### src/rtl/sha1_host.sv
// sha1_host: bus initiator for the memory-mapped SHA-1 core. It streams 16 message
// words per block into the core's block registers, kicks init/next, polls status,
// and after the last block reads the five digest words back as one 160-bit result.
// Optional feature macro: SHA1_HOST_TIMEOUT_EN (bounded status poll + sticky error).
module sha1_host #(
    parameter int NBLK_W         = 8,
    parameter int TIMEOUT_CYCLES = 127
) (
    input  logic              clk,
    input  logic              reset,
    input  logic              start,
    input  logic [NBLK_W-1:0] nblocks,
    output logic              busy,
    output logic              done,
`ifdef SHA1_HOST_TIMEOUT_EN
    output logic              error,
`endif
    output logic [159:0]      digest,
    input  logic              msg_valid,
    input  logic [31:0]       msg_data,
    output logic              msg_ready,
    output logic              sha_cs,
    output logic              sha_we,
    output logic [7:0]        sha_address,
    output logic [31:0]       sha_write_data,
    input  logic [31:0]       sha_read_data
);

    localparam logic [7:0] ADDR_CTRL   = 8'h08;
    localparam logic [7:0] ADDR_STATUS = 8'h09;
    localparam logic [7:0] ADDR_BLOCK  = 8'h10;
    localparam logic [7:0] ADDR_DIGEST = 8'h20;

    typedef enum logic [2:0] {
        S_IDLE,
        S_LOAD,
        S_KICK,
        S_WAIT,
        S_READ,
        S_FIN
    } state_t;

    state_t            state;
    logic [NBLK_W-1:0] remaining;  // blocks not yet kicked
    logic              first;      // next kick is init rather than next
    logic [3:0]        widx;       // block word index while loading
    logic [2:0]        didx;       // digest word index while reading back

`ifdef SHA1_HOST_TIMEOUT_EN
    localparam int WC_W = $clog2(TIMEOUT_CYCLES + 1);
    logic [WC_W-1:0] wcnt;         // not-ready polls seen in the current WAIT
`endif

    // Bus and handshake outputs are a pure decode of state and counters.
    always_comb begin
        busy           = (state != S_IDLE);
        done           = (state == S_FIN);
        msg_ready      = 1'b0;
        sha_cs         = 1'b0;
        sha_we         = 1'b0;
        sha_address    = 8'h00;
        sha_write_data = 32'h0;
        case (state)
            S_LOAD: begin
                // A stalled stream must not produce a bus write.
                msg_ready      = 1'b1;
                sha_cs         = msg_valid;
                sha_we         = msg_valid;
                sha_address    = ADDR_BLOCK + {4'h0, widx};
                sha_write_data = msg_data;
            end
            S_KICK: begin
                sha_cs         = 1'b1;
                sha_we         = 1'b1;
                sha_address    = ADDR_CTRL;
                sha_write_data = first ? 32'h1 : 32'h2;
            end
            S_WAIT: begin
                sha_cs      = 1'b1;
                sha_address = ADDR_STATUS;
            end
            S_READ: begin
                sha_cs      = 1'b1;
                sha_address = ADDR_DIGEST + {5'h0, didx};
            end
            default: ;
        endcase
    end

    // Command sequencer: load -> kick -> poll per block, then digest read-back.
    always_ff @(posedge clk) begin
        if (reset) begin
            state     <= S_IDLE;
            remaining <= '0;
            first     <= 1'b0;
            widx      <= '0;
            didx      <= '0;
            digest    <= '0;
`ifdef SHA1_HOST_TIMEOUT_EN
            error     <= 1'b0;
            wcnt      <= '0;
`endif
        end else begin
            case (state)
                S_IDLE: begin
                    if (start && nblocks != '0) begin
                        remaining <= nblocks;
                        first     <= 1'b1;
                        widx      <= '0;
                        state     <= S_LOAD;
`ifdef SHA1_HOST_TIMEOUT_EN
                        error     <= 1'b0;
`endif
                    end
                end
                S_LOAD: begin
                    if (msg_valid) begin
                        // widx wraps to 0 after word 15, ready for the next block.
                        widx <= widx + 4'd1;
                        if (widx == 4'd15) state <= S_KICK;
                    end
                end
                S_KICK: begin
                    first     <= 1'b0;
                    remaining <= remaining - NBLK_W'(1);
                    state     <= S_WAIT;
`ifdef SHA1_HOST_TIMEOUT_EN
                    wcnt      <= '0;
`endif
                end
                S_WAIT: begin
                    if (sha_read_data[0]) begin
                        if (remaining != '0) begin
                            state <= S_LOAD;
                        end else begin
                            didx  <= '0;
                            state <= S_READ;
                        end
                    end
`ifdef SHA1_HOST_TIMEOUT_EN
                    // Ready wins over the timeout on the same cycle.
                    else if (wcnt == WC_W'(TIMEOUT_CYCLES)) begin
                        error <= 1'b1;
                        state <= S_FIN;
                    end else begin
                        wcnt <= wcnt + WC_W'(1);
                    end
`endif
                end
                S_READ: begin
                    case (didx)
                        3'd0:    digest[159:128] <= sha_read_data;
                        3'd1:    digest[127:96]  <= sha_read_data;
                        3'd2:    digest[95:64]   <= sha_read_data;
                        3'd3:    digest[63:32]   <= sha_read_data;
                        default: digest[31:0]    <= sha_read_data;
                    endcase
                    if (didx == 3'd4) state <= S_FIN;
                    else              didx  <= didx + 3'd1;
                end
                S_FIN:   state <= S_IDLE;
                default: state <= S_IDLE;
            endcase
        end
    end

endmodule

### config.mk
export PLATFORM = sky130hd
export DESIGN_NAME = sha1_host
export DESIGN_NICKNAME = d
export VERILOG_FILES = /design/src/rtl/sha1_host.sv
export SDC_FILE = /design/constraint.sdc
export NUM_CORES = 1
export LEC_CHECK = 0
export CAP_MARGIN = 10
export CORE_UTILIZATION = 39
export DETAILED_ROUTE_END_ITERATION = 12
export GPL_TIMING_DRIVEN = 1
export PLACE_DENSITY = 0.81
export SLEW_MARGIN = 40
export SYNTH_ARGS = -nofsm -noshare
export SYNTH_HDL_FRONTEND = slang
export SYNTH_SLANG_ARGS = --single-unit
### constraint.sdc
create_clock -name clk -period 1.9 [get_ports clk]
set_input_delay 0.475 -clock clk [delete_from_list [all_inputs] [get_ports clk]]
set_output_delay 0.475 -clock clk [all_outputs]
set_load 0.02 [all_outputs]
* Word level (Yosys, flattened, before mapping)
Index checks and enable logic that the tools add are counted.
Word-level totals: bits in registers 179, input bits 76, output and inout bits 205, logic and storage cells 77
Cells by class: add/subtract/negate cells 5, equal/unequal tests 17, muxes and demuxes 24, bitwise gates (word level) 1, reductions and logical operators 20
Operators by type and width (number):
- 32-bit case mux with 2 select lines | 1
- 7-bit case mux with 4 select lines | 1
- 3-bit two-way mux | 9
- 8-bit case mux with 2 select lines | 1
- 8-bit nonzero test | 2
- 3-bit case mux with 5 select lines | 1
- 2-bit != test (second input constant) | 7
- 3-bit by 2-bit == test with 1-bit output (second input constant) | 4
- 2-bit AND reduction | 6
- 3-bit == test (second input constant) | 3
- 4-bit two-way mux | 2
- 8-bit two-way mux | 1
- 4-bit case mux with 2 select lines | 1
- 8-bit by 1-bit subtractor with 8-bit output (second input constant) | 1
- 6-bit by 3-bit adder with 7-bit output (first input constant) | 1
- 5-bit by 4-bit adder with 6-bit output (first input constant) | 1
- 3-bit by 1-bit == test with 1-bit output (second input constant) | 2
- 3-bit zero test | 2
- 1-bit case mux with 2 select lines | 3
- 3-bit case mux with 2 select lines | 1
- 2-bit nonzero test | 3
- 5-bit AND reduction | 1
- 4-bit by 1-bit adder with 4-bit output (second input constant) | 1
- 4-bit == test (second input constant) | 1
- 10 further kinds | 11

* Longest topological paths before layout
depth in word-level cells 4, depth in mapped cells 9, gate-level depth less buffers 6

* Worst setup path before layout
No wires, ideal clock.
kind reg2out, from reg state[0], to out sha_address[1], arrival 1751 ps, data required time 1425 ps, setup slack -326 ps, stages on the path, launching flop included 7, path buffers 3, cell sequence dfxtp_1 > buf_2 > nor3b_2 > buf_2 > clkbuf_1 > nand2_1 > o21ai_0
Between the ends: cells in the longest elaborated chain, start to end 2
Ends and longest elaborated chain:
- start: declaration | RTL line 43 | state_t state;
- start signal: assignment | RTL line 93 | state <= S_IDLE;
- start signal: assignment | RTL line 110 | state <= S_LOAD;
- start signal: assignment | RTL line 120 | if (widx == 4'd15) state <= S_KICK;
- 3-bit == test (tied with other cells) | RTL line 63 | case (state)
- 7-bit case mux with 4 select lines * | RTL line 63
- end: declaration | RTL line 24 | output logic [7:0] sha_address,
Every way passes the cells marked *; elsewhere a longest branch is shown, timed or not.

* Worst setup path in the final report
from reg state[2], to out sha_cs
Between the ends: cells in the longest elaborated chain, start to end 3
Ends and longest elaborated chain:
- 3-bit == test or 3-bit by 2-bit == test with 1-bit output (tied branches) | RTL line 63
- 3-bit OR reduction (no source line)
- 1-bit case mux with 2 select lines * | RTL line 63
- end: declaration | RTL line 22 | output logic sha_cs,
Marked as above.

==> metrics.md <==
| Metric | Value |
|---|---|
| DR vias/cell | `5.06` |
| Hold Crit Depth | `2` |
| Worst setup margin | `-234 ps` |
| Hold EP | `digest[8]` |
| Power Density | `950 nW/µm²` |
| Max cap viols | `0` |
| Yosys reg bits | `179` |
| CP Launch Type | `flip-flop` |
| Worst-path clk slew | `60 ps` |
| R2r setup slk | `110 ps` |
| Grt total ovfl | `0` |
| Synth area leaders | `dfxtp_1 (52%), nand2_1 (18%), a21oi_1 (13%)` |
| Skew final | `6.58 ps` |
| Core area | `17400 µm²` |
| Netlist Area Pre-Place | `6940 µm²` |
| 1st-iter DRT viols | `~370` |
| Clk buf depth | `2` |
| Violated checks | `setup timing` |
| CTS tree | `yes` |
| Die ar. | `18300 µm²` |
| Yosys warns | `0` |
| Outcome | `complete, but fails checks` |
| Clk_lat worst skew | `430 ps` |
| Crit Path Class | `reg -> out` |
| Post-place setup slack | `-388 ps` |
| Antenna diode count | `0` |
| CTS Buf Count | `17` |
| Crit path cell chain | `or3b_4, buf_6, o21ai_2, buf_6, buf_12` |
| Layout cells sized above 1 | `14.0%` |
| GRT Total Usage | `25.0%` |
| Vias in the first global route | `just under 7000` |
| Overall power | `10.6 mW` |
| Final #Nets | `1260` |
| Worst r2r src | `state[2]` |
| Clock sinks | `roughly 180` |
| DP HPWL | `15.6 mm` |
| RSZ-0062 raised after global routing | `yes` |
| Post-route DRC | `0` |
| Die H | `~140 µm` |
| Drt first pass iters | `4` |
| Hold_sp | `digest[8]` |
| Final slew viol count | `0` |
| Initial antenna violation count | `0` |
| R2r worst-path depth | `5` |
| Initial core utilization | `between 30% and 40%` |
| Final min period | `2130 ps` |
| I/O pin count | `281` |
| Final Cycle Share | `112%` |
| Max frequency | `469 MHz` |
| FP Rows | `48` |
| Setup violators final | `42` |
| Crit path max fanout | `4` |
| Post-synth EDFFs | `0` |
| Wire per inst | `16.4 µm` |
| Reg-to-Reg End | `didx[2]` |
| Maximum VDD drop | `0.688 mV` |
| Post-synthesis sequential area ratio | `roughly half` |
| Fraction of registers with async set/reset | `0%` |
| WL final | `between 20 and 25 mm` |
| WP data arrival | `1660 ps` |
| Leakage | `4.56 nW` |
| Hold Path Class | `reg -> reg` |
| Final ANT Viol Nets | `0` |
| Worst endpoint required time | `~1400 ps` |
| Largest area contributor in the netlist | `dfxtp_1` |
| Top-area cell type share of the netlist area | `between 50% and 60%` |
| Slowest CP cell | `or3b_4` |
| First-pass GRT wire length | `35.2 mm` |
| DR vias | `~7200` |
| Final Hold Viols | `0` |
| Syn avg cell area | `7.78 µm²` |
| Die width | `135 µm` |
| CTS root buf | `clkbuf_16` |
| Synth unique cells | `45` |
| Routability Congestion | `approximately 0.8` |
| Crit. End Element | `output port` |
| Crit path largest cell delay | `410 ps` |
| Port bufs | `278` |
| Area growth syn-to-layout | `60.6%` |
| Post-Syn Instances | `892` |
| Top FF cell, synth | `dfxtp_1` |
| Largest net degree at the start of global routing | `56` |
| H-tree levels | `4` |
| Cell repeated most along the worst path | `buf_6` |
[stage by stage]
step	instances	cell area, µm²	TNS (ps)	hold WS (ps)	util [%]
floorplan	893	6990	0	457	-
global placement	1379	10300	-11120	441	59.3
detailed placement	1379	10300	-12070	445	59.3
CTS	1414	10900	-8800	454	62.9
global route	1414	11100	-9510	470	64.2
finish	1414	11100	-7070	453	64.2
[worst max-delay path by stage]
stage | startpoint | to | slack [ps] | depth (start not counted)
after detailed placement | msg_data[9] | sha_write_data[9] | -390 | 3
after global placement | msg_data[9] | sha_write_data[9] | -380 | 3
after CTS | state[1] | sha_write_data[8] | -260 | 5
after global routing | state[2] | sha_write_data[0] | -290 | 5
final | state[2] | sha_cs | -230 | 5
after floorplan | state[0] | sha_write_data[24] | 3 | 5
[layer usage]
layer	track usage [%]	vias up	part of all wire, %
li1	-	3481	-
met1	29.0	3370	41
met2	44.8	268	51
met3	5.76	31	6.6
met4	8.43	0	1.7
met5	0	-	0
[timing repair]
item	4_1_cts	5_1_grt
pin swaps	2	3
hold buffers	0	0
gates resized for setup	220	78
setup endpoints to repair	51	80
cloned	1	1
buffers inserted	3	1
[cell families after synthesis]
| group | after synthesis | share of synthesized area [%] |
|---|---|---|
| compound gates | 206 | 15.8 |
| flops | 179 | 51.6 |
| other cells | 1 | 0.0540 |
| xor+xnor | 1 | 0.126 |
| simple gates | 422 | 26.1 |
| buf+inv | 75 | 4.80 |
| mux | 1 | 0.144 |
| fa+ha+maj | 7 | 1.26 |
[sequential cells by signal, indices dropped and copies added (netlist names)]
name       flops
first          1
remaining      8
widx           4
didx           3
digest       160
state          3
[critical path, delay by kind of cell, from the launching register on]
family,cells,cell delay (ps)
and+or+nand+nor,1,410
AOI/OAI and AO/OA,1,60
buffers and inverters,3,380
DFF,1,370
[synthesized netlist by cell type (3+ instances only)]
cell type and instances:
inv_1 7, nor3_1 4, dfxtp_1 179, nor2_1 8, buf_4 4, a21oi_1 176, o21ai_0 9, nand3_1 11
nand2_1 341, and2_1 34, ha_1 7, clkbuf_1 43, nor3b_1 3, or4_1 5, buf_2 19, a31oi_1 5
[report_power, final]
group | leakage, nW | switching (mW) | internal [mW]
combinational | 2.83 | 1.49 | 1.55
sequential | 1.44 | 0.115 | 3.86
clock | 0.280 | 1.44 | 2.14
[final cells by class]
type	count	area [µm²]
well taps	225	282
clock inverters	8	126
repair buffers	332	3500
flip-flops and latches	179	3590
inverters	8	35.0
clock buffers	23	468
multi-input cells	639	3140
fillers	1426	6210
[layout by cell type, fill, tap and decap left out, drive strengths merged, types with 3 or more instances in the layout]
cell	count
a21oi	176
a22oi	3
a31oi	5
and2	34
buf	95
bufinv	3
clkbuf	24
clkdlybuf4s50	190
clkinvlp	3
dfxtp	179
dlygate4sd2	8
dlymetal6s2s	36
ha	7
inv	8
nand2	341
nand3	11
nor2	8
nor3	4
nor3b	5
o21ai	10
or4	5
Note: power is estimated with default switching activity, not from simulation.
